**config.mk**
```make
export PLATFORM = sky130hd
export DESIGN_NAME = apmu_irq_x_ctrl_flat
export DESIGN_NICKNAME = d
export VERILOG_FILES = /design/src/rtl/apmu_irq_x_ctrl_if.sv /design/src/rtl/apmu_irq_x_ctrl.sv /design/src/flat_wrapper.sv
export SDC_FILE = /design/constraint.sdc
export NUM_CORES = 1
export LEC_CHECK = 0
export ABC_AREA = 1
export CAP_MARGIN = 10
export CORE_MARGIN = 2
export CORE_UTILIZATION = 30
export CTS_CLUSTER_SIZE = 30
export DETAILED_ROUTE_END_ITERATION = 7
export DONT_BUFFER_PORTS = 1
export HOLD_SLACK_MARGIN = 0.02
export SKIP_LAST_GASP = 1
export SYNTH_ARGS = -nofsm -noshare
export SYNTH_HDL_FRONTEND = slang
export SYNTH_SLANG_ARGS = --single-unit
export TNS_END_PERCENT = 1
```
**constraint.sdc**
```tcl
create_clock -name clk_i -period 4.4 [get_ports clk_i]
set_input_delay 0.88 -clock clk_i [delete_from_list [all_inputs] [get_ports clk_i]]
set_output_delay 0.88 -clock clk_i [all_outputs]
set_load 0.005 [all_outputs]
```
**src/rtl/apmu_irq_x_ctrl_if.sv**
```systemverilog
// Register-access bus between a core-side master and the interrupt controller.
// Every request completes with a single-cycle response on the following cycle.
interface apmu_irq_x_ctrl_if;
  logic        cfg_req;
  logic        cfg_we;
  logic [2:0]  cfg_addr;
  logic [31:0] cfg_wdata;
  logic        cfg_rvalid;
  logic [31:0] cfg_rdata;

  modport master (
    output cfg_req, cfg_we, cfg_addr, cfg_wdata,
    input  cfg_rvalid, cfg_rdata
  );

  modport slave (
    input  cfg_req, cfg_we, cfg_addr, cfg_wdata,
    output cfg_rvalid, cfg_rdata
  );
endinterface

```
**src/rtl/apmu_irq_x_ctrl.sv**
```systemverilog
// 32-source interrupt controller with per-bit edge/level detection, miss tracking
// and ack statistics, feeding the core's irq_x vector from registered state only.
module apmu_irq_x_ctrl #(
  parameter bit SyncInputs = 1'b1
) (
  input  logic            clk_i,
  input  logic            rst_i,
  input  logic [31:0]     irq_src_i,
  output logic [31:0]     irq_x_o,
  input  logic            irq_x_ack_i,
  input  logic [4:0]      irq_x_ack_id_i,
  apmu_irq_x_ctrl_if.slave cfg
);

  logic [31:0] src_q;
  logic [31:0] pending_q, pending_d;
  logic [31:0] enable_q, enable_d;
  logic [31:0] mode_q, mode_d;
  logic [31:0] missed_q, missed_d;
  logic [15:0] drop_q, drop_d;
  logic [31:0] ack_cnt_q, ack_cnt_d;
  logic [4:0]  last_id_q, last_id_d;
  logic        rvalid_q;
  logic [31:0] rdata_q, rdata_d;

  logic [31:0] s;
  logic [31:0] edge_vec;
  logic [31:0] ack_dec;
  logic [31:0] w1c_pend;
  logic [31:0] w1c_miss;
  logic [31:0] clr_vec;
  logic [31:0] miss_vec;
  logic        wr;

  if (SyncInputs) begin : g_sync
    logic [31:0] sync1_q, sync2_q;
    always_ff @(posedge clk_i) begin
      if (rst_i) begin
        sync1_q <= '0;
        sync2_q <= '0;
      end else begin
        sync1_q <= irq_src_i;
        sync2_q <= sync1_q;
      end
    end
    assign s = sync2_q;
  end else begin : g_nosync
    assign s = irq_src_i;
  end

  assign wr       = cfg.cfg_req & cfg.cfg_we;
  assign edge_vec = s & ~src_q;
  assign ack_dec  = irq_x_ack_i ? (32'd1 << irq_x_ack_id_i) : '0;
  assign w1c_pend = (wr && cfg.cfg_addr == 3'd1) ? cfg.cfg_wdata : '0;
  assign w1c_miss = (wr && cfg.cfg_addr == 3'd3) ? cfg.cfg_wdata : '0;
  assign clr_vec  = ack_dec | w1c_pend;
  // A miss only counts when the old pending bit survives this cycle's clears.
  assign miss_vec = mode_q & edge_vec & pending_q & ~clr_vec;

  always_comb begin
    pending_d = (mode_q & (edge_vec | (pending_q & ~clr_vec))) | (~mode_q & s);
    missed_d  = (missed_q & ~w1c_miss) | miss_vec;
    enable_d  = (wr && cfg.cfg_addr == 3'd0) ? cfg.cfg_wdata : enable_q;
    mode_d    = (wr && cfg.cfg_addr == 3'd2) ? cfg.cfg_wdata : mode_q;

    drop_d = drop_q;
    if (wr && cfg.cfg_addr == 3'd4)
      drop_d = '0;
    else if ((|miss_vec) && drop_q != 16'hFFFF)
      drop_d = drop_q + 16'd1;

    ack_cnt_d = ack_cnt_q;
    if (wr && cfg.cfg_addr == 3'd5)
      ack_cnt_d = '0;
    else if (irq_x_ack_i)
      ack_cnt_d = ack_cnt_q + 32'd1;

    last_id_d = irq_x_ack_i ? irq_x_ack_id_i : last_id_q;

    rdata_d = '0;
    if (cfg.cfg_req && !cfg.cfg_we) begin
      case (cfg.cfg_addr)
        3'd0:    rdata_d = enable_q;
        3'd1:    rdata_d = pending_q;
        3'd2:    rdata_d = mode_q;
        3'd3:    rdata_d = missed_q;
        3'd4:    rdata_d = {16'd0, drop_q};
        3'd5:    rdata_d = ack_cnt_q;
        3'd6:    rdata_d = {27'd0, last_id_q};
        default: rdata_d = '0;
      endcase
    end
  end

  always_ff @(posedge clk_i) begin
    if (rst_i) begin
      src_q     <= '0;
      pending_q <= '0;
      enable_q  <= '0;
      mode_q    <= '1;
      missed_q  <= '0;
      drop_q    <= '0;
      ack_cnt_q <= '0;
      last_id_q <= '0;
      rvalid_q  <= 1'b0;
      rdata_q   <= '0;
    end else begin
      src_q     <= s;
      pending_q <= pending_d;
      enable_q  <= enable_d;
      mode_q    <= mode_d;
      missed_q  <= missed_d;
      drop_q    <= drop_d;
      ack_cnt_q <= ack_cnt_d;
      last_id_q <= last_id_d;
      rvalid_q  <= cfg.cfg_req;
      rdata_q   <= rdata_d;
    end
  end

  assign irq_x_o        = pending_q & enable_q;
  assign cfg.cfg_rvalid = rvalid_q;
  assign cfg.cfg_rdata  = rdata_q;

endmodule

```
**src/flat_wrapper.sv**
```systemverilog
// flat-port wrapper written by rule: the top's interface ports become plain ports
module apmu_irq_x_ctrl_flat 
#(
  parameter bit SyncInputs = 1'b1
)
  (clk_i, rst_i, irq_src_i, irq_x_o, irq_x_ack_i, irq_x_ack_id_i, cfg_cfg_req, cfg_cfg_we, cfg_cfg_addr, cfg_cfg_wdata, cfg_cfg_rvalid, cfg_cfg_rdata);
  apmu_irq_x_ctrl_if cfg_i ();
  input  logic clk_i;
  input  logic rst_i;
  input  logic [31:0] irq_src_i;
  output logic [31:0] irq_x_o;
  input  logic irq_x_ack_i;
  input  logic [4:0] irq_x_ack_id_i;
  input wire logic [$bits(cfg_i.cfg_req)-1:0] cfg_cfg_req;
  input wire logic [$bits(cfg_i.cfg_we)-1:0] cfg_cfg_we;
  input wire logic [$bits(cfg_i.cfg_addr)-1:0] cfg_cfg_addr;
  input wire logic [$bits(cfg_i.cfg_wdata)-1:0] cfg_cfg_wdata;
  output wire logic [$bits(cfg_i.cfg_rvalid)-1:0] cfg_cfg_rvalid;
  output wire logic [$bits(cfg_i.cfg_rdata)-1:0] cfg_cfg_rdata;
  assign cfg_i.cfg_req = cfg_cfg_req;
  assign cfg_i.cfg_we = cfg_cfg_we;
  assign cfg_i.cfg_addr = cfg_cfg_addr;
  assign cfg_i.cfg_wdata = cfg_cfg_wdata;
  assign cfg_cfg_rvalid = cfg_i.cfg_rvalid;
  assign cfg_cfg_rdata = cfg_i.cfg_rdata;
  apmu_irq_x_ctrl #(.SyncInputs(SyncInputs)) u_core (.clk_i(clk_i), .rst_i(rst_i), .irq_src_i(irq_src_i), .irq_x_o(irq_x_o), .irq_x_ack_i(irq_x_ack_i), .irq_x_ack_id_i(irq_x_ack_id_i), .cfg(cfg_i));
endmodule
```
==> impl_metrics.csv <==
group,metric,value,unit
critical_path,crit_cells,12,
worst_hold_path,hp-start,"u_core.g_sync.sync1_q[26]",
floorplan,die_h,212.7,um
sta,setup-violations-final,0,
sta,finalSetupTns,0,ns
layout,drive_gt1_share,4.838,%
clock_network,hold_buffers,0,
yosys,synth.net_count,1900,
floorplan,rows,76,
sta,worst_slack,1.596,ns
sta,tightest_slew,1.031,ns
clock_network,cts_resized,0,
routing,drc,0,
power,seqPwrFrac,48.2,%
worst_hold_path,hp-class,"register to register",
yosys,seq_area_frac_synth,47.49,%
grt,grtUsageMet3,4.589,%
sta,max_freq,356.7,MHz
yosys,synth-async-reset-ratio,0,%
layout,fillCellCount,4510,
grt,grt_overflow,0,
layout,final_nets,1874,
critical_path,reg2reg_depth,12,
sta,rsz0062_at_grt,"false",
place,placed_cell_area,13600,um^2
power,total_power,0.006093,W
critical_path,path_buf_inv,1,
layout,final-seq-area,6206,um^2
clock_network,cts_tree,"done",
floorplan,chipWidth,212.7,um
routing,first_iter_violations,1022,
clock_network,postCtsSetupBuffers,0,
grt,use_met2,27.15,%
sta,max_slew_margin,31.09,%
power,power.leakage,5.687,nW
worst_hold_path,min_to,"u_core.g_sync.sync2_q[26]",
routing,final_antenna_net_count,0,
yosys,avgSynthCellArea,7.177,um^2
sta,fin_crit_sh,63.72,%
floorplan,dieArea,45250,um^2
sta,post-route-min-period,2.804,ns
floorplan,core,43080,um^2
critical_path,r2r_setup_slack,2.17,ns
critical_path,required,4.85,ns
critical_path,max_stage_delay,0.63,ns
routing,wl_per_cell,17.54,um
yosys,synth_area,13070,um^2
power,p_per_area,414.0,nW/um^2
yosys,synth_cells,1821,
clock_network,clkSlewWorstSetupHoldPaths,0.06,ns
place,globalplace.congestion,0.8653,
routing,wl,42.17,mm
routing,first_pass_iters,5,
yosys,synth-main-ff-cell,"dfxtp_1",
layout,final_util,34.16,%
layout,final_cell_area,14720,um^2
clock_network,cts_max_level,2,
critical_path,worstPathArrival,3.25,ns
critical_path,cp_slowest_cell,"inv_2",
place,place_hpwl,30.09,mm
clock_network,cts.sinks,310,
grt,grt_max_degree,189,
layout,diodes,0,
grt,grt_use_met1,24.76,%
clock_network,clkLatencyLatePin,0.52,ns
clock_network,root_buffer,"clkbuf_16",
critical_path,cpMostUsedCell,"nand2_1",
yosys,synth_edf_count,0,
critical_path,cp_cell_sequence,"nand2_1, inv_2, nand3_1, nand3_1, nand2_1, nor2_1, nand2_1, nor2_2, nand2_2, nand2_2, nand2_1, a21oi_1",
grt,antenna_found_initial,1,
yosys,synth_cell_types,40,
critical_path,cp_max_fo,38,
sta,slew_violations,0,
job,cap_violations,0,
layout,syn_to_final_growth,12.60,%
power,internal_power,0.004668,W
critical_path,worstReg2RegStart,"u_core.ack_cnt_q[1]",
routing,via_per_inst,4.942,
place,port_buffers,0,
grt,grt_usage,18.40,%
critical_path,path_delay_family,"simple AND/OR/NAND/NOR gates",
power,power_switching,0.001425,W
floorplan,initial_utilization,30.34,%
run_status,status,"complete, no violations",
worst_hold_path,min_path_cells,2,
critical_path,start_kind,"input port",
floorplan,design.portCount,142,
critical_path,worst-setup-path-type,"input port to register",
critical_path,end_kind,"register",
power,power_frac_comb,4.9,%
power,clockPowerShare,46.9,%
yosys,synth-warning-count,0,
grt,grt_pass1_vias,11010,
grt,grt_pass1_wl,63.97,mm
place,pre_cts_slack,1.082,ns
clock_network,numCtsBuffers,34,
clock_network,clockBufferDepth,3,
grt,top_usage_layer,"met2",
sta,final_hold_viol_count,0,
sta,fin_skew,0.01680,ns
yosys,yosys_register_bits,310,
routing,vias,11880,
critical_path,timing.rr.end,"u_core.ack_cnt_q[20]",
power,switching_share,23.39,%
layout,multiInputGateArea,5418,um^2
power,ir_worst_vdd,236.6,uV
tightest hold or removal path, stage by stage (launching register included):
cell	delay, ns
dfxtp_1	0.29
inv_1	0.04
nor2_1	0.03
placed cells by master, fill, tap and decap left out, drive strengths merged, types with 20 or more instances in the layout:
cell type | Yosys | layout
o21ai | 78 | 78
dfxtp | 310 | 310
nand3 | 158 | 158
a21oi | 165 | 165
nand2 | 343 | 343
o22ai | 27 | 27
nor2 | 199 | 199
clkbuf | 61 | 51
nor3 | 20 | 20
inv | 292 | 294
nand4 | 52 | 52
o211ai | 32 | 32
final cells by class:
cell class / count / share of cell area (%)
clock buffer: 51 / 7.057
clock inverter: 9 / 0.5017
inverter: 296 / 7.559
multi-input combinational: 1135 / 36.82
sequential: 310 / 42.17
tap: 585 / 4.974
timing repair buffer: 18 / 0.9183
logic make-up after synthesis:
group	after synthesis	synth area share (%)
AND/OR/NAND/NOR	783	25.85
flip-flops	310	47.49
buffers and inverters	376	11.18
XOR/XNOR	7	0.4691
adder cells (fa/ha/maj)	2	0.1914
AO/OA/AOI/OAI	343	14.82
routing by layer:
layer | share of wire, % | up-vias
met4 | 4.7 | 2
met2 | 43 | 461
met3 | 8.7 | 89
met1 | 44 | 5448
li1 | - | 5880
met5 | 0.028 | -
Yosys cell counts (all sizes together), types with 18 or more instances:
master  instances  area, um^2
a21oi         165       825.8
a31oi          18       112.6
buf            19       120.1
clkbuf         61       229.0
dfxtp         310        6206
inv           292        1096
nand2         343        1295
nand3         158       803.3
nand4          52       325.3
nor2          199       778.3
nor3           20       105.1
o211ai         32       240.2
o21ai          78       390.4
o22ai          27       168.9
worst max path at each step:
| stage | start | endpoint | slack, ns |
|---|---|---|---|
| after detailed placement | cfg_cfg_req | u_core.drop_q[2] | 1.08 |
| after global placement | cfg_cfg_req | u_core.drop_q[8] | 1.16 |
| after floorplan | cfg_cfg_addr[2] | u_core.drop_q[11] | 1.93 |
| after global routing | cfg_cfg_req | u_core.drop_q[1] | 1.32 |
| final | cfg_cfg_req | u_core.drop_q[4] | 1.60 |
| after CTS | cfg_cfg_req | u_core.drop_q[4] | 1.63 |
power groups by stage:
stage                     clock (W)  combinational, W  sequential [W]
after floorplan                   0          0.000250         0.00298
after global placement            0          0.000293         0.00300
after detailed placement          0          0.000299         0.00300
after CTS                   0.00292          0.000299         0.00294
after global routing        0.00303          0.000338         0.00294
final                       0.00285          0.000301         0.00294
per-stage QoR:
| step | std cells | hold slack, ns |
|---|---|---|
| 2_1_floorplan | 1821 | 0.3883 |
| 3_3_place_gp | 2344 | 0.3968 |
| 3_5_place_dp | 2344 | 0.3940 |
| 4_1_cts | 2404 | 0.4006 |
| 5_1_grt | 2404 | 0.4171 |
| 6_report | 2404 | 0.3998 |
sequential cells by signal (all words and copies together) (netlist names):
| register | flops |
|---|---|
| u_core.ack_cnt_q | 32 |
| u_core.cfg.cfg_rdata | 32 |
| u_core.enable_q | 32 |
| u_core.g_sync.sync1_q | 32 |
| u_core.g_sync.sync2_q | 32 |
| u_core.missed_q | 32 |
| u_core.mode_q | 32 |
| u_core.pending_q | 32 |
| u_core.src_q | 32 |
| u_core.drop_q | 16 |
| u_core.last_id_q | 5 |
| u_core.cfg.cfg_rvalid | 1 |
No activity file was read; power rests on OpenSTA's default activity.
